### src/rtl/afe_config_pkg.sv
// Shared encodings, widths and state types for the AFE configuration sequencer.
package afe_config_pkg;

  localparam int AFE_CMD_W  = 4;
  localparam int AFE_DATA_W = 20;
  localparam int AFE_ROM_AW = 8;

  localparam logic [AFE_CMD_W-1:0] CMD_NOP   = 4'h0;
  localparam logic [AFE_CMD_W-1:0] CMD_SHIFT = 4'h1;
  localparam logic [AFE_CMD_W-1:0] CMD_WAIT  = 4'h2;
  localparam logic [AFE_CMD_W-1:0] CMD_RESET = 4'h3;
  localparam logic [AFE_CMD_W-1:0] CMD_END   = 4'hF;

  typedef enum logic [2:0] {
    ST_IDLE   = 3'd0,
    ST_FETCH  = 3'd1,
    ST_EXEC   = 3'd2,
    ST_SHIFT  = 3'd3,
    ST_WAIT   = 3'd4,
    ST_PULSE  = 3'd5,
    ST_FINISH = 3'd6
  } afe_state_e;

  typedef enum logic [2:0] {
    PH_IDLE  = 3'd0,
    PH_SETUP = 3'd1,
    PH_BITS  = 3'd2,
    PH_HOLD  = 3'd3,
    PH_GAP   = 3'd4
  } shift_phase_e;

endpackage

### src/rtl/afe_serial_shifter.sv
// Serial frame generator: SEN_N framing, SCLK divider and MSB-first data shift.
module afe_serial_shifter
  import afe_config_pkg::*;
#(
  parameter int CLK_DIV = 4
) (
  input  logic                  clk_i,
  input  logic                  reset_i,
  input  logic                  load_i,
  input  logic [AFE_DATA_W-1:0] word_i,
  output logic                  afe_sclk_o,
  output logic                  afe_sdata_o,
  output logic                  afe_sen_n_o,
  output logic                  shift_done_o
);

  localparam int DIV_W = (CLK_DIV > 1) ? $clog2(CLK_DIV) : 1;

  shift_phase_e          phase_q, phase_d;
  logic [DIV_W-1:0]      div_q, div_d;
  logic [4:0]            bit_q, bit_d;
  logic [AFE_DATA_W-1:0] sr_q, sr_d;
  logic                  sclk_q, sclk_d;
  logic                  sen_n_q, sen_n_d;
  logic                  div_last_s;

  assign div_last_s   = (div_q == DIV_W'(CLK_DIV - 1));
  assign afe_sclk_o   = sclk_q;
  assign afe_sdata_o  = sr_q[AFE_DATA_W-1];
  assign afe_sen_n_o  = sen_n_q;
  assign shift_done_o = (phase_q == PH_GAP) && div_last_s;

  // Frame phase sequencing; every phase lasts a multiple of CLK_DIV cycles.
  always_comb begin
    phase_d = phase_q;
    bit_d   = bit_q;
    sr_d    = sr_q;
    sclk_d  = sclk_q;
    sen_n_d = sen_n_q;
    if (phase_q == PH_IDLE) begin
      div_d = '0;
    end else begin
      div_d = div_last_s ? '0 : div_q + DIV_W'(1);
    end
    case (phase_q)
      PH_IDLE: begin
        if (load_i) begin
          phase_d = PH_SETUP;
          bit_d   = 5'd0;
          sr_d    = word_i;
          sclk_d  = 1'b0;
          sen_n_d = 1'b0;
        end else begin
          phase_d = PH_IDLE;
        end
      end
      PH_SETUP: begin
        if (div_last_s) begin
          phase_d = PH_BITS;
        end else begin
          phase_d = PH_SETUP;
        end
      end
      PH_BITS: begin
        if (!div_last_s) begin
          phase_d = PH_BITS;
        end else if (!sclk_q) begin
          sclk_d = 1'b1;
        end else begin
          sclk_d = 1'b0;
          // The last bit stays on SDATA through the hold window.
          if (bit_q == 5'(AFE_DATA_W - 1)) begin
            phase_d = PH_HOLD;
          end else begin
            bit_d = bit_q + 5'd1;
            sr_d  = {sr_q[AFE_DATA_W-2:0], 1'b0};
          end
        end
      end
      PH_HOLD: begin
        if (div_last_s) begin
          sen_n_d = 1'b1;
          phase_d = PH_GAP;
        end else begin
          phase_d = PH_HOLD;
        end
      end
      PH_GAP: begin
        if (div_last_s) begin
          phase_d = PH_IDLE;
        end else begin
          phase_d = PH_GAP;
        end
      end
      default: phase_d = PH_IDLE;
    endcase
  end

  // Shifter state registers.
  always_ff @(posedge clk_i) begin
    if (reset_i) begin
      phase_q <= PH_IDLE;
      div_q   <= '0;
      bit_q   <= 5'd0;
      sr_q    <= '0;
      sclk_q  <= 1'b0;
      sen_n_q <= 1'b1;
    end else begin
      phase_q <= phase_d;
      div_q   <= div_d;
      bit_q   <= bit_d;
      sr_q    <= sr_d;
      sclk_q  <= sclk_d;
      sen_n_q <= sen_n_d;
    end
  end

endmodule

### src/rtl/afe_config_sequencer.sv
// Walks the AFE command ROM from address 0 and executes NOP/SHIFT/WAIT/RESET/END words.
module afe_config_sequencer
  import afe_config_pkg::*;
#(
  parameter int CLK_DIV = 4
) (
  input  logic                  clk,
  input  logic                  reset,
  input  logic                  start,
  output logic [AFE_ROM_AW-1:0] rom_address,
  input  logic [AFE_CMD_W-1:0]  controller_command,
  input  logic [AFE_DATA_W-1:0] afe_shift_data,
  output logic                  afe_sclk,
  output logic                  afe_sdata,
  output logic                  afe_sen_n,
  output logic                  afe_reset,
  output logic                  busy,
  output logic                  done,
  output logic                  error
);

  afe_state_e            state_q, state_d, adv_state_s;
  logic [AFE_ROM_AW-1:0] addr_q, addr_d, adv_addr_s;
  logic [AFE_DATA_W-1:0] cnt_q, cnt_d;
  logic                  busy_q, busy_d, done_q, done_d, error_q, error_d;
  logic                  afe_reset_q, afe_reset_d, term_err_q, term_err_d, adv_err_s;
  logic                  load_s, shift_done_s, cnt_last_s;

  assign rom_address = addr_q;
  assign afe_reset   = afe_reset_q;
  assign busy        = busy_q;
  assign done        = done_q;
  assign error       = error_q;
  assign cnt_last_s  = (cnt_q == AFE_DATA_W'(1));

  // Moving past address 255 ends the run with an error instead of wrapping.
  always_comb begin
    if (addr_q == {AFE_ROM_AW{1'b1}}) begin
      adv_state_s = ST_FINISH;
      adv_addr_s  = addr_q;
      adv_err_s   = 1'b1;
    end else begin
      adv_state_s = ST_FETCH;
      adv_addr_s  = addr_q + AFE_ROM_AW'(1);
      adv_err_s   = term_err_q;
    end
  end

  // Sequencer next-state and output decode.
  always_comb begin
    state_d     = state_q;
    addr_d      = addr_q;
    cnt_d       = cnt_q;
    busy_d      = busy_q;
    done_d      = 1'b0;
    error_d     = error_q;
    afe_reset_d = afe_reset_q;
    term_err_d  = term_err_q;
    load_s      = 1'b0;
    case (state_q)
      ST_IDLE: begin
        if (start) begin
          addr_d     = '0;
          error_d    = 1'b0;
          term_err_d = 1'b0;
          busy_d     = 1'b1;
          state_d    = ST_FETCH;
        end else begin
          state_d = ST_IDLE;
        end
      end
      ST_FETCH: state_d = ST_EXEC;
      ST_EXEC: begin
        case (controller_command)
          CMD_NOP: begin
            state_d = adv_state_s; addr_d = adv_addr_s; term_err_d = adv_err_s;
          end
          CMD_SHIFT: begin
            load_s  = 1'b1;
            state_d = ST_SHIFT;
          end
          CMD_WAIT, CMD_RESET: begin
            if (afe_shift_data == '0) begin
              state_d = adv_state_s; addr_d = adv_addr_s; term_err_d = adv_err_s;
            end else begin
              cnt_d       = afe_shift_data;
              afe_reset_d = (controller_command == CMD_RESET);
              state_d     = (controller_command == CMD_RESET) ? ST_PULSE : ST_WAIT;
            end
          end
          CMD_END: begin
            term_err_d = 1'b0;
            state_d    = ST_FINISH;
          end
          default: begin
            term_err_d = 1'b1;
            state_d    = ST_FINISH;
          end
        endcase
      end
      ST_SHIFT: begin
        if (shift_done_s) begin
          state_d = adv_state_s; addr_d = adv_addr_s; term_err_d = adv_err_s;
        end else begin
          state_d = ST_SHIFT;
        end
      end
      ST_WAIT, ST_PULSE: begin
        if (cnt_last_s) begin
          afe_reset_d = 1'b0;
          state_d = adv_state_s; addr_d = adv_addr_s; term_err_d = adv_err_s;
        end else begin
          cnt_d = cnt_q - AFE_DATA_W'(1);
        end
      end
      ST_FINISH: begin
        busy_d  = 1'b0;
        done_d  = ~term_err_q;
        error_d = error_q | term_err_q;
        state_d = ST_IDLE;
      end
      default: state_d = ST_IDLE;
    endcase
  end

  // Sequencer registers.
  always_ff @(posedge clk) begin
    if (reset) begin
      state_q     <= ST_IDLE;
      addr_q      <= '0;
      cnt_q       <= '0;
      busy_q      <= 1'b0;
      done_q      <= 1'b0;
      error_q     <= 1'b0;
      afe_reset_q <= 1'b0;
      term_err_q  <= 1'b0;
    end else begin
      state_q     <= state_d;
      addr_q      <= addr_d;
      cnt_q       <= cnt_d;
      busy_q      <= busy_d;
      done_q      <= done_d;
      error_q     <= error_d;
      afe_reset_q <= afe_reset_d;
      term_err_q  <= term_err_d;
    end
  end

  afe_serial_shifter #(
    .CLK_DIV(CLK_DIV)
  ) u_shifter (
    .clk_i       (clk),
    .reset_i     (reset),
    .load_i      (load_s),
    .word_i      (afe_shift_data),
    .afe_sclk_o  (afe_sclk),
    .afe_sdata_o (afe_sdata),
    .afe_sen_n_o (afe_sen_n),
    .shift_done_o(shift_done_s)
  );

endmodule

### config.mk
export PLATFORM = sky130hd
export DESIGN_NAME = afe_config_sequencer
export DESIGN_NICKNAME = d
export VERILOG_FILES = /design/src/rtl/afe_config_pkg.sv /design/src/rtl/afe_serial_shifter.sv /design/src/rtl/afe_config_sequencer.sv
export SDC_FILE = /design/constraint.sdc
export NUM_CORES = 1
export LEC_CHECK = 0
export ABC_AREA = 0
export CAP_MARGIN = 20
export CORE_MARGIN = 1
export CORE_UTILIZATION = 48
export CTS_CLUSTER_DIAMETER = 60
export CTS_CLUSTER_SIZE = 10
export DETAILED_ROUTE_END_ITERATION = 12
export PLACE_DENSITY = 0.78
export SLEW_MARGIN = 40
export SYNTH_ARGS = -nofsm -noshare
export SYNTH_HDL_FRONTEND = slang
export SYNTH_SLANG_ARGS = --single-unit
export TNS_END_PERCENT = 5
### constraint.sdc
create_clock -name clk -period 3.1 [get_ports clk]
set_input_delay 0.62 -clock clk [delete_from_list [all_inputs] [get_ports clk]]
set_output_delay 0.62 -clock clk [all_outputs]
set_load 0.01 [all_outputs]
After elaboration in Yosys (flattened, before gate mapping)
Cells that the tools add are included.

word-level totals
  bits in registers = 68
  input port bits = 27
  output and inout port bits = 15
  logic and storage cells = 137

cells by class
  $add $sub $neg = 4
  equal/unequal tests = 34
  muxes and demuxes = 59
  bitwise logic cells = 3
  reduce and logical (&&, ||, !) cells = 23

operator list
  kind                     number
  $mux W20                 7
  $pmux W20 S2             2
  $mux W8                  5
  $pmux W8 S4              1
  $pmux W3 S5              2
  $mux W3                  9
  $eq A20 B1 Y1 const B    1
  $logic_not A20 Y1        1
  $mux W5                  4
  $sub A20 B1 Y20 const B  1
  $mux W1                  18
  $ne A2 B2 Y1 const B     9
  $pmux W8 S2              1
  $eq A3 B2 Y1 const B     4
  $eq A3 B3 Y1 const B     4
  $reduce_and A6 Y1        2
  $pmux W1 S2              5
  $pmux W5 S2              1
  $pmux W3 S3              1
  $add A8 B1 Y8 const B    1
  $eq A4 B2 Y1 const B     2
  $eq A8 B8 Y1 const B     1
  $pmux W1 S4              2
  $reduce_and A4 Y1        2
  23 further kinds         37

Logic depth before layout (Yosys ltp)
  depth after elaboration = 5
  gate-level depth with buffers = 8
  gate-level depth less buffers = 7

Hierarchy
Synthesis repeated with hierarchy kept, for this count alone.

second synthesis, totals
  cells, all modules = 501
  area total of the unflattened synthesis = 3,991.3 µm²

modules (own cells, without submodules)
  module                times used  cells each  area each (µm²)  seq. area each (µm²)
  afe_config_sequencer  1           334         2,368.5          720.7
  afe_serial_shifter    1           167         1,622.8          640.6

Worst setup path before layout
OpenSTA, ideal clock, no wires.

  kind = input port to flip-flop
  start = input afe_shift_data[11]
  end = register addr_q[7], in the netlist rom_address[7]
  library setup time = 0.092 ns
  data arrival time = 2.168 ns
  required time = 3.008 ns
  path slack = 0.840 ns
  cell stages on the path = 6
  buffers on the path = 1
  cells stage by stage = nor4_1 and3_1 a21oi_2 or4_1 buf_2 o32ai_1

between the ends
  word-level cells in the longest chain between the ends = 3

ends and longest elaborated chain
  what                         line                         source
  from (decl)                  afe_config_sequencer.sv:12   input logic [AFE_DATA_W-1:0] afe_shift_data,
  $logic_not A20 Y1            afe_config_sequencer.sv:83   if (afe_shift_data == '0) begin
  $ne A3 B3 Y1 (no line)       -
  $reduce_and A6 Y1 (no line)  -
  to (signal assigned)         afe_config_sequencer.sv:139  addr_q <= addr_d;
  to (decl)                    afe_config_sequencer.sv:23   logic [AFE_ROM_AW-1:0] addr_q, addr_d, adv_addr_s;

No other way between the ends.
A chain may end at the register's enable or synchronous reset.

Worst setup path after layout
  start = input afe_shift_data[7]
  end = register addr_q[1], in the netlist rom_address[1]

The elaborated chain is that of the path after synthesis.

==> impl_metrics.tcl <==
set metrics [dict create \
    timing.hold.ws_ns 0.441 \
    netlist_area_um2 4200 \
    clock-sinks 68 \
    viasPerCell 6.68 \
    crit_fanout 6 \
    antenna_found_initial 0 \
    finalCriticalPeriod_ns 2.65 \
    die_h_um 95.5 \
    nFillCells 764 \
    drt_iter0_drc 422 \
    row_count 33 \
    switchingPower_mw 1.50 \
    drtPass1Iterations 5 \
    p_seq_share_pct 30.9 \
    drc 0 \
    die_area_um2 9120 \
    drt-total-wl_um 12000 \
    routedWlPerCell_um 18.5 \
    synth_cell_types 72 \
    max_slew.worst_pin.slew_ns 0.718 \
    max_slew_margin_pct 52.1 \
    ir_drop_mv 0.310 \
    final_antenna_net_count 0 \
    cts_tree "built" \
    grt_max_degree 40 \
    grt_usage_pct 27.2 \
    synth.avg_cell_area_um2 8.21 \
    gp_congestion 0.891 \
    power.leakage_nw 1.61 \
    first_global_vias 4000 \
    finalMaxSlewViolations 0 \
    clk_root_buffer_cell "clkbuf_8" \
    outcome "finished, final reports clean" \
    synth_edf_count 0 \
    synthArstFlopShare_pct 0 \
    cp_cell_sequence "clkdlybuf4s50_1, nor4_1, and3_1, a21oi_2, or4_1, buf_4, o32ai_1" \
    cts-hold-fix-buffers 0 \
    synthToLayoutAreaGrowth_pct 17.7 \
    yosys.cell_count.top_type "dfxtp_1" \
    portBuffers 41 \
    hold_class "reg2reg" \
    clk_path_buf_depth 2 \
    drive_gt1_share_pct 11.4 \
    sw_frac_of_total_pct 41.0 \
    slowest_stage "or4_1" \
    syn_nets 543 \
    overflow 0 \
    seq_area_um2 1360 \
    rsz0062_at_grt "false" \
    synth_top_cell_area_share_pct 32.4 \
    critPathArrivalTime_ns 2.90 \
    skew_ns 0.0158 \
    htreeDepth 3 \
    max_freq_ghz 0.377 \
    period_share_pct 85.5 \
    rr_worst_depth 5 \
    diodes 0 \
    synthCells 511 \
    synth_common_cells "68 x dfxtp_1, 54 x a21oi_1, 40 x nand2_1" \
    synthTopCellsByArea "dfxtp_1 32%, a21oi_1 6.4%, a211oi_1 5.7%" \
    clkLatencyLatePin_ns 0.36 \
    hold_violations 0 \
    yosysTopAreaCell "dfxtp_1" \
    yosysWarnings 0 \
    cts_resized 0 \
    post_cts_buffers 0 \
    initial_core_util_pct 50.3 \
    power_density_nw_per_um2 740 \
    start_kind "input port" \
    hpwl_um 8320 \
    cts_buffers 9 \
    drv_cap 0 \
    yosysSeqAreaShare_pct 32.4 \
    whs_path_depth 1 \
    worstSetupEndpointType "flop" \
    layout.nets 572 \
    tns_ns 0 \
    synth_flop_cell "dfxtp_1" \
    coreArea_um2 8340 \
    comb_power_share_pct 44.1 \
    multi_input_area_um2 2590 \
    finalSetupViolations 0 \
    cp.required_ns 3.35 \
    path_class "in2reg" \
    ys_seq_elements 68 \
    cts.reportedPaths.clkPinSlew_ns 0.08 \
    slowest_delay_ns 0.64 \
    ios 42 \
    grt_pass1_wl_um 19500 \
    clkPwrFrac_pct 25.1 \
    die_w_um 95.5 \
    p_int_mw 2.16 \
    num_vias 4342 \
]
flip-flops by register name, summed over array words and instances, names as in the netlist:
register	flops
u_shifter.phase_q	3
error	1
u_shifter.div_q	2
cnt_q	20
done	1
u_shifter.afe_sclk_o	1
busy	1
u_shifter.afe_sen_n_o	1
term_err_q	1
u_shifter.bit_q	5
u_shifter.sr_q	20
state_q	3
afe_reset	1
rom_address	8
power by group through the flow:
stage	clock [mW]	combinational, mW	sequential [mW]
global placement	0	1.54	1.13
CTS	0.920	1.58	1.12
detailed placement	0	1.57	1.14
global route	0.958	1.75	1.14
finish	0.916	1.61	1.13
floorplan	0	1.29	1.06
routing by layer:
| metal | global-route usage [%] | part of all wire [%] |
|---|---|---|
| met1 | 35.8 | 45 |
| met2 | 42.7 | 46 |
| met3 | 6.22 | 7.6 |
| met4 | 10.8 | 1.4 |
| met5 | 0 | 0 |
placed cells by master (no fill, tap or decap), types with 3 or more instances in the layout:
master | synthesis | final
nor4_1 | 18 | 18
nand2_1 | 40 | 40
or2_2 | 4 | 4
or3_1 | 6 | 6
a32o_1 | 4 | 4
a221oi_1 | 4 | 4
a21oi_1 | 54 | 54
nor4_4 | 3 | 3
a31oi_1 | 5 | 5
nand4_1 | 8 | 8
nor3_1 | 14 | 14
dfxtp_1 | 68 | 68
a2111oi_0 | 5 | 5
nand3_1 | 16 | 16
or4_1 | 6 | 6
nor3b_1 | 3 | 3
inv_1 | 13 | 13
mux2i_1 | 21 | 21
nand3b_1 | 4 | 4
and3_1 | 8 | 8
a211oi_1 | 32 | 32
buf_4 | 4 | 20
clkdlybuf4s50_1 | 0 | 40
a22oi_1 | 5 | 5
ha_1 | 5 | 5
o21ai_0 | 11 | 11
nor2_1 | 27 | 27
o211ai_1 | 3 | 3
nor2b_1 | 4 | 4
bufinv_16 | 0 | 3
clkbuf_8 | 0 | 10
o32ai_1 | 20 | 20
o31ai_1 | 4 | 4
path summary, 6_finish.rpt:
check	start	to	slack [ns]
setup / recovery	afe_shift_data[7]	rom_address[1]$_SDFFE_PP0P_	0.45
hold / removal	u_shifter.div_q[0]$_SDFF_PP0_	u_shifter.div_q[0]$_SDFF_PP0_	0.44
hold reg to reg	u_shifter.div_q[0]$_SDFF_PP0_	u_shifter.div_q[0]$_SDFF_PP0_	0.44
setup reg to reg	cnt_q[4]$_SDFFE_PP0P_	cnt_q[8]$_SDFFE_PP0P_	0.45
kinds of logic after synthesis:
family / after synthesis / share of synthesized area (%)
buffers and inverters: 57 / 5.99
AND/OR/NAND/NOR: 181 / 25.1
XOR/XNOR: 3 / 0.626
AO/OA/AOI/OAI: 176 / 29.4
multiplexers: 21 / 5.01
adder cells (fa/ha/maj): 5 / 1.49
flip-flops: 68 / 32.4
critical path, delay by kind of cell:
kind	cells	cell delay (ns)
AO/OA/AOI/OAI	2	0.22
buffers and inverters	2	0.72
AND/OR/NAND/NOR	3	1.34
cell type report:
cell class / count / area share [%]
Multi-Input combinational cell: 386 / 52.4
Inverter: 13 / 0.987
Tap cell: 105 / 2.66
Clock buffer: 10 / 2.78
Timing Repair Buffer: 62 / 11.3
Clock inverter: 6 / 2.25
Sequential cell: 68 / 27.5
metrics by stage:
stage | std cells | area [µm²] | utilization (%) | worst slack (ns) | total power, mW
floorplan | 511 | 4200 | - | 0.840 | 2.34
CTS | 649 | 4940 | 59.2 | 0.477 | 3.62
finish | 650 | 4940 | 59.3 | 0.451 | 3.66
detailed placement | 633 | 4690 | 56.2 | 0.122 | 2.71
global placement | 633 | 4690 | 56.2 | 0.195 | 2.68
global route | 650 | 4940 | 59.3 | 0.289 | 3.85
(Power assumes the default switching activity.)
==> RTL edit, RTL diff (same flow settings) <==
The package constant `AFE_ROM_AW` goes from 8 to 10.
--- a/src/rtl/afe_config_pkg.sv
+++ b/src/rtl/afe_config_pkg.sv
@@ -5,3 +5,3 @@
   localparam int AFE_DATA_W = 20;
-  localparam int AFE_ROM_AW = 8;
+  localparam int AFE_ROM_AW = 10;
 
Interface: changed (resized rom_address); port bits go from 42 to 44. The function was not compared with the original's and may differ.
==> RTL edit against the original RTL <==
Cell area fell by 5.3%. Critical path type unchanged. Cell count fell by 3.4%. Synthesized cell count down 4.7%. Via count down 13%. Utilization increased by 0.71 points. Worst setup slack better by 160 ps. Sequential cell count increased by 2. Power down 7.0%. Largest cell class unchanged. Synthesized area shrank 7.1%. Wire length down 21%. Highest routed layer unchanged.
==> RTL edit: results (changes against the original RTL) <==
Global routing
The via count of the first global-routing pass is 3508 (-12%). The global-route met1 utilization was 0.305 (-0.0534). The met3 track utilization from global routing is 0.0357 (-0.0265). The pin count of the biggest net entering global routing is 47 (+18%).

The global-route met2 utilization is 0.400 (-0.0275). The wire length of the first global-routing pass was 16.4 mm (-16%). The overall routing resource usage is 0.240 (-0.0316).

Logic synthesis
The fraction of the mapped netlist area in adder cells is 0.0160 (+0.00113). The sequential area share after synthesis is 0.359 (+0.0349). The multiplexer share of the synthesized area was 0.0539 (+0.00381). The number of warnings printed during yosys synthesis came to 0 (unchanged). The commonest cells after synthesis are sky130_fd_sc_hd__dfxtp_1, sky130_fd_sc_hd__nor2_1, sky130_fd_sc_hd__a21oi_1. The distinct cell type count of the synthesized netlist is 62 (-14%). The number of nets in the synthesized netlist is 519 (-4.4%). By area the synthesized netlist is led by sky130_fd_sc_hd__dfxtp_1, sky130_fd_sc_hd__nor2_1, sky130_fd_sc_hd__a21oi_1. The fraction of the mapped netlist area in compound gates came to 0.226 (-0.0681).

The area share of xor/xnor cells in the synthesized design is 0.0135 (+0.00721).

Detailed routing
The highest metal layer carrying signal wires in the routed design is met4. The detailed-route wire length per cell is 15.2 µm (-18%). The wire length the detailed router placed on met1 is 4.31 mm (-20%). The vias after detailed routing is 3794 (-13%). The wire length on met2 is 4.47 mm (-20%). The number of DRC markers in iteration 0 was 193 (-54%). The wire length on met3 came to 557 µm (-39%).

Setup path
The number of cell instances on the worst register-to-register path came to 6 (+1). The reg2reg setup slack came to 740 ps (+290 ps). The source of the critical timing path is afe_shift_data[15].

The standard cell with the maximum stage delay on the critical path is sky130_fd_sc_hd__clkdlybuf4s50_1. The critical path endpoint is rom_address[1]. In this run the critical register-to-register path is launched from cnt_q[2]. The peak fanout along the critical path is 11 (+5). The critical path arrival was 2780 ps (-120 ps). The largest stage delay on the critical path is 470 ps (-170 ps).

Clock network
The number of buffers on the longest clock path is 2 (unchanged). The number of instances resized during post-cts repair is 0 (unchanged). The TritonCTS buffer count came to 9 (unchanged).

Power
The maximum vdd drop is 0.304 mV (-2.0%). The net switching power is 1.34 mW (-11%). The power share of the sequential group came to 0.334 (+0.025). The static power due to leakage is 1.58 nW (-2.3%). The total clock network power is 899 µW (-2%).

Min path
The path category of the worst min-delay check is reg -> reg. In this run the most critical hold path is launched from u_shifter.div_q[0].

STA
The final clock skew is 9.30 ps (-6.47 ps). The minimum hold slack is 436 ps (-4.15 ps). The worst max-slew margin expressed relative to the limit is 0.627 (+0.106).

Layout
The final net count was 553 (-3.3%). The fraction of layout instances using a drive strength above 1 is 0.0837 (-0.0301).

Placed design
The port buffer count is 43 (+4.9%). The placer's final routability congestion estimate was 0.909 (+2.0%). The post-DP HPWL came to 6.84 mm (-18%).

Run status
The flow ran to the end, and the final reports show no timing, DRC or antenna violations.
-- RTL edit: worst max-delay path: cells and delay by family --
kind | cells | cell delay (ps)
buffers and inverters | 2 | 670
AND/OR/NAND/NOR | 4 | 1150
AO/OA/AOI/OAI | 2 | 320
-- RTL edit: metrics by stage --
| step | worst slack, ps | util | instance area (µm²) | total power, mW | instances |
|---|---|---|---|---|---|
| 2_1_floorplan | 891 | - | 3900 | 2.13 | 487 |
| 3_3_place_gp | 238 | 0.569 | 4440 | 2.47 | 612 |
| 3_5_place_dp | 238 | 0.569 | 4440 | 2.50 | 612 |
| 4_1_cts | 597 | 0.600 | 4680 | 3.39 | 628 |
| 5_1_grt | 435 | 0.600 | 4680 | 3.62 | 628 |
| 6_report | 613 | 0.600 | 4680 | 3.40 | 628 |
-- RTL edit: cell type report --
class	instances	area [µm²]
clock buffer	10	128
clock inverter	6	110
fill	702	3130
inverter	6	22.5
multi-input combinational	378	2340
sequential	70	1400
tap	102	128
timing repair buffer	56	548
